### src/rtl/hazard_pkg.sv
// Shared types and helpers for the EXE-stage forwarding / load-use hazard unit.
package hazard_pkg;

  // Register index width used when a client does not override it.
  localparam int REG_AW_DEFAULT = 5;

  // Select value meaning "take the operand from the register file".
  localparam int SEL_RF = 0;

  // In-flight destination tag for the default register width.
  typedef struct packed {
    logic                      valid;
    logic                      wb_en;
    logic                      is_load;
    logic [REG_AW_DEFAULT-1:0] dest;
  } tag_t;

  // Width of a forward select able to name RF (0) plus stages 1..depth.
  function automatic int sel_width(input int depth);
    return (depth < 1) ? 1 : $clog2(depth + 1);
  endfunction

endpackage

### src/rtl/fwd_match.sv
// One EXE source operand compared against the forwardable stages (1..FWD_DEPTH).
// Produces a priority-encoded select (youngest stage wins) and flags a load
// sitting in MEM that this operand would need.
module fwd_match
  import hazard_pkg::*;
#(
  parameter int REG_AW      = REG_AW_DEFAULT,
  parameter int FWD_DEPTH   = 2,
  parameter int ZERO_REG_EN = 1,
  parameter int SEL_W       = sel_width(FWD_DEPTH)
) (
  input  logic [REG_AW-1:0]           src_i,
  input  logic [FWD_DEPTH:1]          stg_valid_i,
  input  logic [FWD_DEPTH:1]          stg_wb_en_i,
  input  logic [FWD_DEPTH:1]          stg_is_load_i,
  input  logic [FWD_DEPTH*REG_AW-1:0] stg_dest_i,
  output logic [SEL_W-1:0]            sel_o,
  output logic                        load_hit_o
);

  logic [FWD_DEPTH:1] hit;

  // Raw per-stage match: a live writer to the same, non-zero register.
  for (genvar gi = 1; gi <= FWD_DEPTH; gi++) begin : g_hit
    logic [REG_AW-1:0] stg_dest;
    assign stg_dest = stg_dest_i[(gi-1)*REG_AW +: REG_AW];
    assign hit[gi]  = stg_valid_i[gi] & stg_wb_en_i[gi] & (stg_dest == src_i) &
                      ((ZERO_REG_EN == 0) | (stg_dest != '0));
  end

  // Load data is not available until it leaves MEM, so MEM never forwards a load.
  assign load_hit_o = hit[1] & stg_is_load_i[1];

  // Walk oldest to youngest so the youngest eligible stage overwrites the select.
  always_comb begin
    sel_o = SEL_W'(SEL_RF);
    for (int k = FWD_DEPTH; k >= 1; k--) begin
      if (hit[k] && !(stg_is_load_i[k] && (k == 1))) begin
        sel_o = SEL_W'(k);
      end
    end
  end

endmodule

### src/rtl/hazard_forward_ctrl.sv
// EXE-stage forwarding and load-use hazard controller.
// Tracks in-flight destination tags from EXE to WB, drives a bypass select for
// each EXE source operand, stalls ID one cycle on a load-use hazard and counts
// stall cycles (saturating).
module hazard_forward_ctrl
  import hazard_pkg::*;
#(
  parameter int NUM_SRC     = 3,
  parameter int REG_AW      = REG_AW_DEFAULT,
  parameter int FWD_DEPTH   = 2,
  parameter int ZERO_REG_EN = 1,
  parameter int CNT_W       = 16,
  localparam int SEL_W      = sel_width(FWD_DEPTH)
) (
  input  logic                      clk,
  input  logic                      reset_n,
  input  logic                      id_valid,
  input  logic [REG_AW-1:0]         id_dest,
  input  logic                      id_wb_en,
  input  logic                      id_is_load,
  input  logic [NUM_SRC*REG_AW-1:0] id_src,
  input  logic [NUM_SRC-1:0]        id_src_used,
  input  logic [NUM_SRC*REG_AW-1:0] exe_src,
  input  logic                      flush,
  output logic [NUM_SRC*SEL_W-1:0]  fwd_sel,
  output logic                      stall_id,
  output logic [CNT_W-1:0]          stall_cnt
);

  // Tag pipeline: index 0 = EXE, FWD_DEPTH = WB.
  logic [FWD_DEPTH:0] valid_q, valid_d;
  logic [FWD_DEPTH:0] wb_en_q, wb_en_d;
  logic [FWD_DEPTH:0] is_load_q, is_load_d;
  logic [REG_AW-1:0]  dest_q [0:FWD_DEPTH];
  logic [REG_AW-1:0]  dest_d [0:FWD_DEPTH];

  logic [CNT_W-1:0]   cnt_q, cnt_d;

  logic [NUM_SRC-1:0] use_hit;
  logic [NUM_SRC-1:0] load_hit;
  logic               load_dest_ok;
  logic [FWD_DEPTH*REG_AW-1:0] stg_dest;

  // ---------------------------------------------------------------------------
  // Load-use detection against the load currently in EXE.
  // ---------------------------------------------------------------------------
  for (genvar gi = 0; gi < NUM_SRC; gi++) begin : g_use
    assign use_hit[gi] = id_src_used[gi] & (id_src[gi*REG_AW +: REG_AW] == dest_q[0]);
  end

  assign load_dest_ok = (ZERO_REG_EN == 0) || (dest_q[0] != '0);

  // Flush kills the ID instruction, so it can never be the victim of a hazard.
  assign stall_id = id_valid & ~flush & valid_q[0] & is_load_q[0] & wb_en_q[0] &
                    load_dest_ok & (|use_hit);

  // ---------------------------------------------------------------------------
  // Tag pipeline next state: ID enters EXE unless stalled or flushed; later
  // stages always advance.
  // ---------------------------------------------------------------------------
  // Shift every tag one stage and build the new EXE tag.
  always_comb begin
    valid_d      = {valid_q[FWD_DEPTH-1:0], 1'b0};
    wb_en_d      = {wb_en_q[FWD_DEPTH-1:0], 1'b0};
    is_load_d    = {is_load_q[FWD_DEPTH-1:0], 1'b0};
    valid_d[0]   = id_valid & ~stall_id & ~flush;
    wb_en_d[0]   = id_wb_en;
    is_load_d[0] = id_is_load;
    dest_d[0]    = id_dest;
    for (int k = 1; k <= FWD_DEPTH; k++) begin
      dest_d[k] = dest_q[k-1];
    end
  end

  // Tag registers; reset discards everything in flight.
  always_ff @(posedge clk) begin
    if (!reset_n) begin
      valid_q   <= '0;
      wb_en_q   <= '0;
      is_load_q <= '0;
      for (int k = 0; k <= FWD_DEPTH; k++) begin
        dest_q[k] <= '0;
      end
    end else begin
      valid_q   <= valid_d;
      wb_en_q   <= wb_en_d;
      is_load_q <= is_load_d;
      dest_q    <= dest_d;
    end
  end

  // ---------------------------------------------------------------------------
  // Forward selects: one matcher per EXE source operand.
  // ---------------------------------------------------------------------------
  for (genvar gi = 1; gi <= FWD_DEPTH; gi++) begin : g_flat
    assign stg_dest[(gi-1)*REG_AW +: REG_AW] = dest_q[gi];
  end

  for (genvar gi = 0; gi < NUM_SRC; gi++) begin : g_src
    fwd_match #(
      .REG_AW      (REG_AW),
      .FWD_DEPTH   (FWD_DEPTH),
      .ZERO_REG_EN (ZERO_REG_EN),
      .SEL_W       (SEL_W)
    ) u_match (
      .src_i         (exe_src[gi*REG_AW +: REG_AW]),
      .stg_valid_i   (valid_q[FWD_DEPTH:1]),
      .stg_wb_en_i   (wb_en_q[FWD_DEPTH:1]),
      .stg_is_load_i (is_load_q[FWD_DEPTH:1]),
      .stg_dest_i    (stg_dest),
      .sel_o         (fwd_sel[gi*SEL_W +: SEL_W]),
      .load_hit_o    (load_hit[gi])
    );
  end

  // ---------------------------------------------------------------------------
  // Stall counter (saturating).
  // ---------------------------------------------------------------------------
  // Count stall cycles, holding once all ones is reached.
  always_comb begin
    cnt_d = cnt_q;
    if (stall_id && (cnt_q != {CNT_W{1'b1}})) begin
      cnt_d = cnt_q + 1'b1;
    end
  end

  // Counter register.
  always_ff @(posedge clk) begin
    if (!reset_n) begin
      cnt_q <= '0;
    end else begin
      cnt_q <= cnt_d;
    end
  end

  assign stall_cnt = cnt_q;

  // A load in MEM feeding an EXE consumer means the stall was bypassed upstream.
  always_ff @(posedge clk) begin
    if (reset_n) begin
      assert (!(|load_hit))
        else $error("hazard_forward_ctrl: EXE operand matches a load still in MEM");
    end
  end

endmodule
### config.mk
export PLATFORM = sky130hd
export DESIGN_NAME = hazard_forward_ctrl
export DESIGN_NICKNAME = d
export VERILOG_FILES = /design/src/rtl/hazard_pkg.sv /design/src/rtl/fwd_match.sv /design/src/rtl/hazard_forward_ctrl.sv
export SDC_FILE = /design/constraint.sdc
export NUM_CORES = 1
export LEC_CHECK = 0
export BUFFER_PORTS_ARGS = -buffer_cell sky130_fd_sc_hd__buf_4
export CORE_ASPECT_RATIO = 0.5
export CORE_MARGIN = 10
export CORE_UTILIZATION = 54
export CTS_CLUSTER_DIAMETER = 100
export DETAILED_ROUTE_END_ITERATION = 8
export PLACE_DENSITY = 0.95
export SYNTH_ARGS = -nofsm -noshare
export SYNTH_HDL_FRONTEND = slang
export SYNTH_SLANG_ARGS = --single-unit
### constraint.sdc
create_clock -name clk -period 3.5 [get_ports clk]
set_input_delay 0.175 -clock clk [delete_from_list [all_inputs] [get_ports clk]]
set_output_delay 0.175 -clock clk [all_outputs]
set_load 0.005 [all_outputs]
After elaboration in Yosys (flattened, before gate mapping) --
Index checks and enable logic that the tools add are counted.
Storage, ports and cells: bits of input ports 44, register bits after elaboration 39
Cells by class: add/sub/neg operators 1, eq/ne operators 10, bitwise gates (word level) 27, reductions and logical operators 9, multiplexer cells 6
Operators by type and width (count):
- equality test 5 bit | 9
- bitwise AND 1 bit | 25
- adder 16 x 1 -> 16 bit (second input constant) | 1
- != test 16 bit (second input constant) | 1
- nonzero test 5 bit | 3
- two-way mux 2 bit | 6
- logical AND 1 bit | 4
- OR reduction 3 bit | 1
- NOT 1 bit | 2
- zero test 1 bit | 1

Depth between registers and ports, before layout --
depth after elaboration 10, depth in mapped cells 7

By module --
From an unflattened synthesis, not the netlist that was laid out.
Unflattened totals: cell total of the unflattened synthesis 252, area total of the unflattened synthesis 2317.2 µm²
By module, submodules not included:
- hazard_forward_ctrl | cells each 180, area an instance 1773.0 µm², seq. area each 800.8 µm², instances 1
- fwd_match | cells each 24, area an instance 181.4 µm², seq. area each 0.0 µm², instances 3

Worst setup path before layout --
OpenSTA, ideal clock, no wires.
kind reg2reg, start point register dest_q, in the netlist dest_d[8], end point register cnt_q[6] (netlist: stall_cnt[6]), setup slack 1.660 ns, period minus slack after synthesis 1.840 ns, stages on the path, launching flop included 8, data arrival time 1.769 ns, library setup time 0.070 ns, cell sequence dfxtp_1 > xor2_1 > nor4_1 > nand3_1 > and3_4 > buf_6 > or4_1 > a21oi_1
On the way: word-level cells in the longest chain between the ends 5
Ends and longest elaborated chain:
- from (decl) | RTL line hazard_forward_ctrl.sv:34 | logic [REG_AW-1:0] dest_q [0:FWD_DEPTH];
- from (signal assigned) | RTL line hazard_forward_ctrl.sv:88 | dest_q <= dest_d;
- equality test 5 bit | RTL line hazard_forward_ctrl.sv:48 | assign use_hit[gi] = id_src_used[gi] & (id_src[gi*REG_AW +: REG_AW] == dest_q[0]);
- bitwise AND 1 bit | RTL line hazard_forward_ctrl.sv:48
- OR reduction 3 bit | RTL line hazard_forward_ctrl.sv:55 | load_dest_ok & (|use_hit);
- bitwise AND 1 bit (*) | RTL line hazard_forward_ctrl.sv:55
- logical AND 1 bit (*) | RTL line hazard_forward_ctrl.sv:122 | if (stall_id && (cnt_q != {CNT_W{1'b1}})) begin
- to (signal assigned) | RTL line hazard_forward_ctrl.sv:132 | cnt_q <= cnt_d;
- to (decl) | RTL line hazard_forward_ctrl.sv:37 | logic [CNT_W-1:0] cnt_q, cnt_d;
Every way passes the cells marked *; elsewhere a longest branch is shown, timed or not. A chain may end at the register's enable or synchronous reset.

Worst setup path after layout --
start point register dest_q, in the netlist dest_d[1], end point output port fwd_sel[5]
On the way: word-level cells in the longest chain between the ends 5
Ends and longest elaborated chain:
- equality test 5 bit | RTL line fwd_match.sv:27 | assign hit[gi] = stg_valid_i[gi] & stg_wb_en_i[gi] & (stg_dest == src_i) &
- bitwise AND 1 bit | RTL line fwd_match.sv:27
- bitwise AND 1 bit (*) | RTL line fwd_match.sv:27
- logical AND 1 bit (*) | RTL line fwd_match.sv:38 | if (hit[k] && !(stg_is_load_i[k] && (k == 1))) begin
- two-way mux 2 bit (*) | RTL line fwd_match.sv:38
- to (decl) | RTL line hazard_forward_ctrl.sv:25 | output logic [NUM_SRC*SEL_W-1:0] fwd_sel,
Marks and branches as above.

==> out/qor.txt <==
CP cell instances: or4_1, o21ai_0, nor4_1, nor4_1, buf_4
LEAKAGE: 0.00112 µW
via/cell ratio: 5.36
Setup TNS: 0 ps
postcts setup bufs: 0
multiplexer share of the synthesized area: 0.996%
DRT iter0 DRCs: 31
startpoint types: flip-flop
dpl hpwl: 4090 µm
nets@finish: 335
crit share post-route: 65.6%
Max Cap Viol: 0
crit path time final: 2300 ps
sequential cell area fraction in the yosys report: 38.8%
Hold Path Class: input pin to flip-flop
hold path endpoint: dest_d[9]
Worst Tran Pin Value: 672 ps
commonest cells after routing, fill and taps aside: buf_4, dfxtp_1, xor2_1, and2_1, a21oi_1
FF-to-FF Start: dest_d[9]
Buf+Inv Stages, Crit Path: 1
Max Slew Vio Count: 0
switch share: 24.8%
Crit path largest cell delay: 530 ps
mapped cell area: 2010 µm²
Power Density: 333 nW/µm²
adder-cell share of the synthesized area: 0.622%
grt ovf: 0
Core Box Area: 3510 µm²
Int Power: 654 µW
Crit Path Class: flip-flop to output pin
Avg Inst Size Synth: 8.94 µm²
Synth warnings: 0
status: complete, no violations
XOR/XNOR Fraction of Synth Area: 19.6%
final hold viol count: 0
asr flop ratio synth: 0%
Die H: 63.2 µm
first drt pass iteration count: 4
Crit path top cell by count: nor4_1
# clock sinks: 39
via count: 1834
Clock Tree Buf Depth: 2
synthesis-to-layout area growth: 30.1%
Netlist cell types: 32
Max-slew headroom: 54.9%
Setup crit end kind: output pin
Site Rows: 15
first-pass GRT wire length: 8600 µm
simple-gate share of the synthesized area: 28.6%
Die Area: 6710 µm²
Layout Cells excl Fill: 342
Post-Syn Instances: 225
Root Buffer: clkbuf_8
EDFF count, synth: 0
Reg2Reg Depth: 6
Num CTS Buffers: 5
total track usage: 15.4%
clock skew: 4.27 ps
Top Ports: 67
Top delay family on crit path: simple AND/OR/NAND/NOR gates
Routability Congestion: 0.864
Comb pwr share: 12.0%
Top FF cell, synth: dfxtp_1
Critical Path RT: 3320 ps
RSZ-0062 raised after global routing: false
worst skew pair latency: 300 ps
diode count: 0
CP max stage cell: or4_1
number of setup violations in the final report: 0
crit path max fanout: 5
post-cts gate resize count: 0
Post-route DRC: 0
Max Clk Rate: 436 MHz
Routed WL per cell: 15.4 µm
Hold Crit Start: id_dest[4]
r2r setup slk: 1390 ps
TritonCTS clock tree: yes
vias in the first global route: 1824
Critical R2R Capture: stall_cnt[6]
NetSw: 216 µW
Min-Delay Path Depth: 2
worst ir drop on vdd: 0.192 mV
routed wire length: 5280 µm
DIE WIDTH: 106 µm
Worst-path clk slew: 80 ps
share of cells above drive strength 1: 25.8%
Synth Area in Compound Gates: 9.02%
critical path arrival: 2120 ps
largest net degree at the start of global routing: 32
DRT antenna net count: 0
CTS Hold Bufs: 0
antenna violations before repair: 0
Seq cells post-synth: 39
IO buf count: 66
most common cell after layout, fill and taps aside: buf_4
Net Count, Synth: 270
main combinational cell family by area after synthesis: simple AND/OR/NAND/NOR gates
htree depth: 2
starting density of the core: 57.3%
placed cells: 334
Reg power frac: 53.7%
clock share of power: 34.3%
-- layout make-up --
| class | instances | area, µm² |
|---|---|---|
| clock buffers | 6 | 72.6 |
| clock inverters | 2 | 12.5 |
| fillers | 265 | 895 |
| inverters | 2 | 7.51 |
| multi-input cells | 176 | 1180 |
| flip-flops and latches | 39 | 781 |
| well taps | 51 | 63.8 |
| repair buffers | 66 | 495 |
-- synth_stat cells, types with 3 or more instances --
master | count | share of area (%)
o21ai_0 | 12 | 3.0
and3_1 | 6 | 1.9
nand4_1 | 4 | 1.2
nor4_1 | 9 | 2.8
xnor2_1 | 12 | 5.2
nand2_1 | 9 | 1.7
a21oi_1 | 14 | 3.5
nand3_1 | 12 | 3.0
dfxtp_1 | 39 | 39
or3_1 | 10 | 3.1
xor2_1 | 33 | 14
o31ai_1 | 3 | 1.1
clkbuf_1 | 5 | 0.93
nor2_1 | 3 | 0.56
and2_1 | 22 | 6.8
or4_1 | 9 | 3.4
-- worst register-to-register path: cells and delay by family (launching register included) --
kind	cells	cell delay [ps]
XOR/XNOR	1	190
AO/OA/AOI/OAI	1	160
flip-flops	1	380
AND/OR/NAND/NOR	4	1320
-- per-stage QoR --
stage | utilization (%) | cell area, µm² | worst slack [ps] | hold slack (ps) | total power, µW
6_report | 74.5 | 2620 | 1200 | 79.5 | 870
2_1_floorplan | - | 2010 | 1660 | 302 | 527
4_1_cts | 74.5 | 2620 | 1200 | 75.0 | 876
3_5_place_dp | 72.1 | 2530 | 1460 | 387 | 581
5_1_grt | 74.5 | 2620 | 1070 | 76.6 | 903
3_3_place_gp | 72.1 | 2530 | 1540 | 383 | 576
-- worst max path at each step --
stage,startpoint,slack [ps],to,depth (start not counted)
after detailed placement,dest_d[5],1460,stall_cnt[1],5
final,dest_d[1],1200,fwd_sel[5],5
after floorplan,dest_d[8],1660,stall_cnt[6],7
after global routing,dest_d[1],1070,fwd_sel[1],5
after global placement,dest_d[9],1540,stall_cnt[6],6
after CTS,dest_d[1],1200,fwd_sel[5],5
-- sequential cells by signal (all words and copies together), names as in the netlist --
signal / flops
wb_en_q: 3
dest_q: 5
is_load_q: 2
stall_cnt: 16
dest_d: 10
valid_q: 3
-- cell families after synthesis --
group           Yosys count
compound gates           33
buf+inv                  10
fa+ha+maj                 1
mux                       2
flops                    39
simple gates             95
xor+xnor                 45
-- power by group through the flow --
stage / clock, µW / sequential [µW] / combinational [µW]
6_report: 298 / 467 / 104
5_1_grt: 321 / 469 / 113
4_1_cts: 304 / 467 / 104
3_5_place_dp: 0 / 478 / 103
3_3_place_gp: 0 / 477 / 99.0
2_1_floorplan: 0 / 474 / 53.1
-- routing by layer --
layer	vias up	wire, µm	GRT usage (%)
met1	851	2050	15.4
met4	0	115	7.72
met5	-	0	0
met2	50	2740	28.4
li1	923	-	-
met3	10	371	4.77
Note: power is estimated with default switching activity, not from simulation.
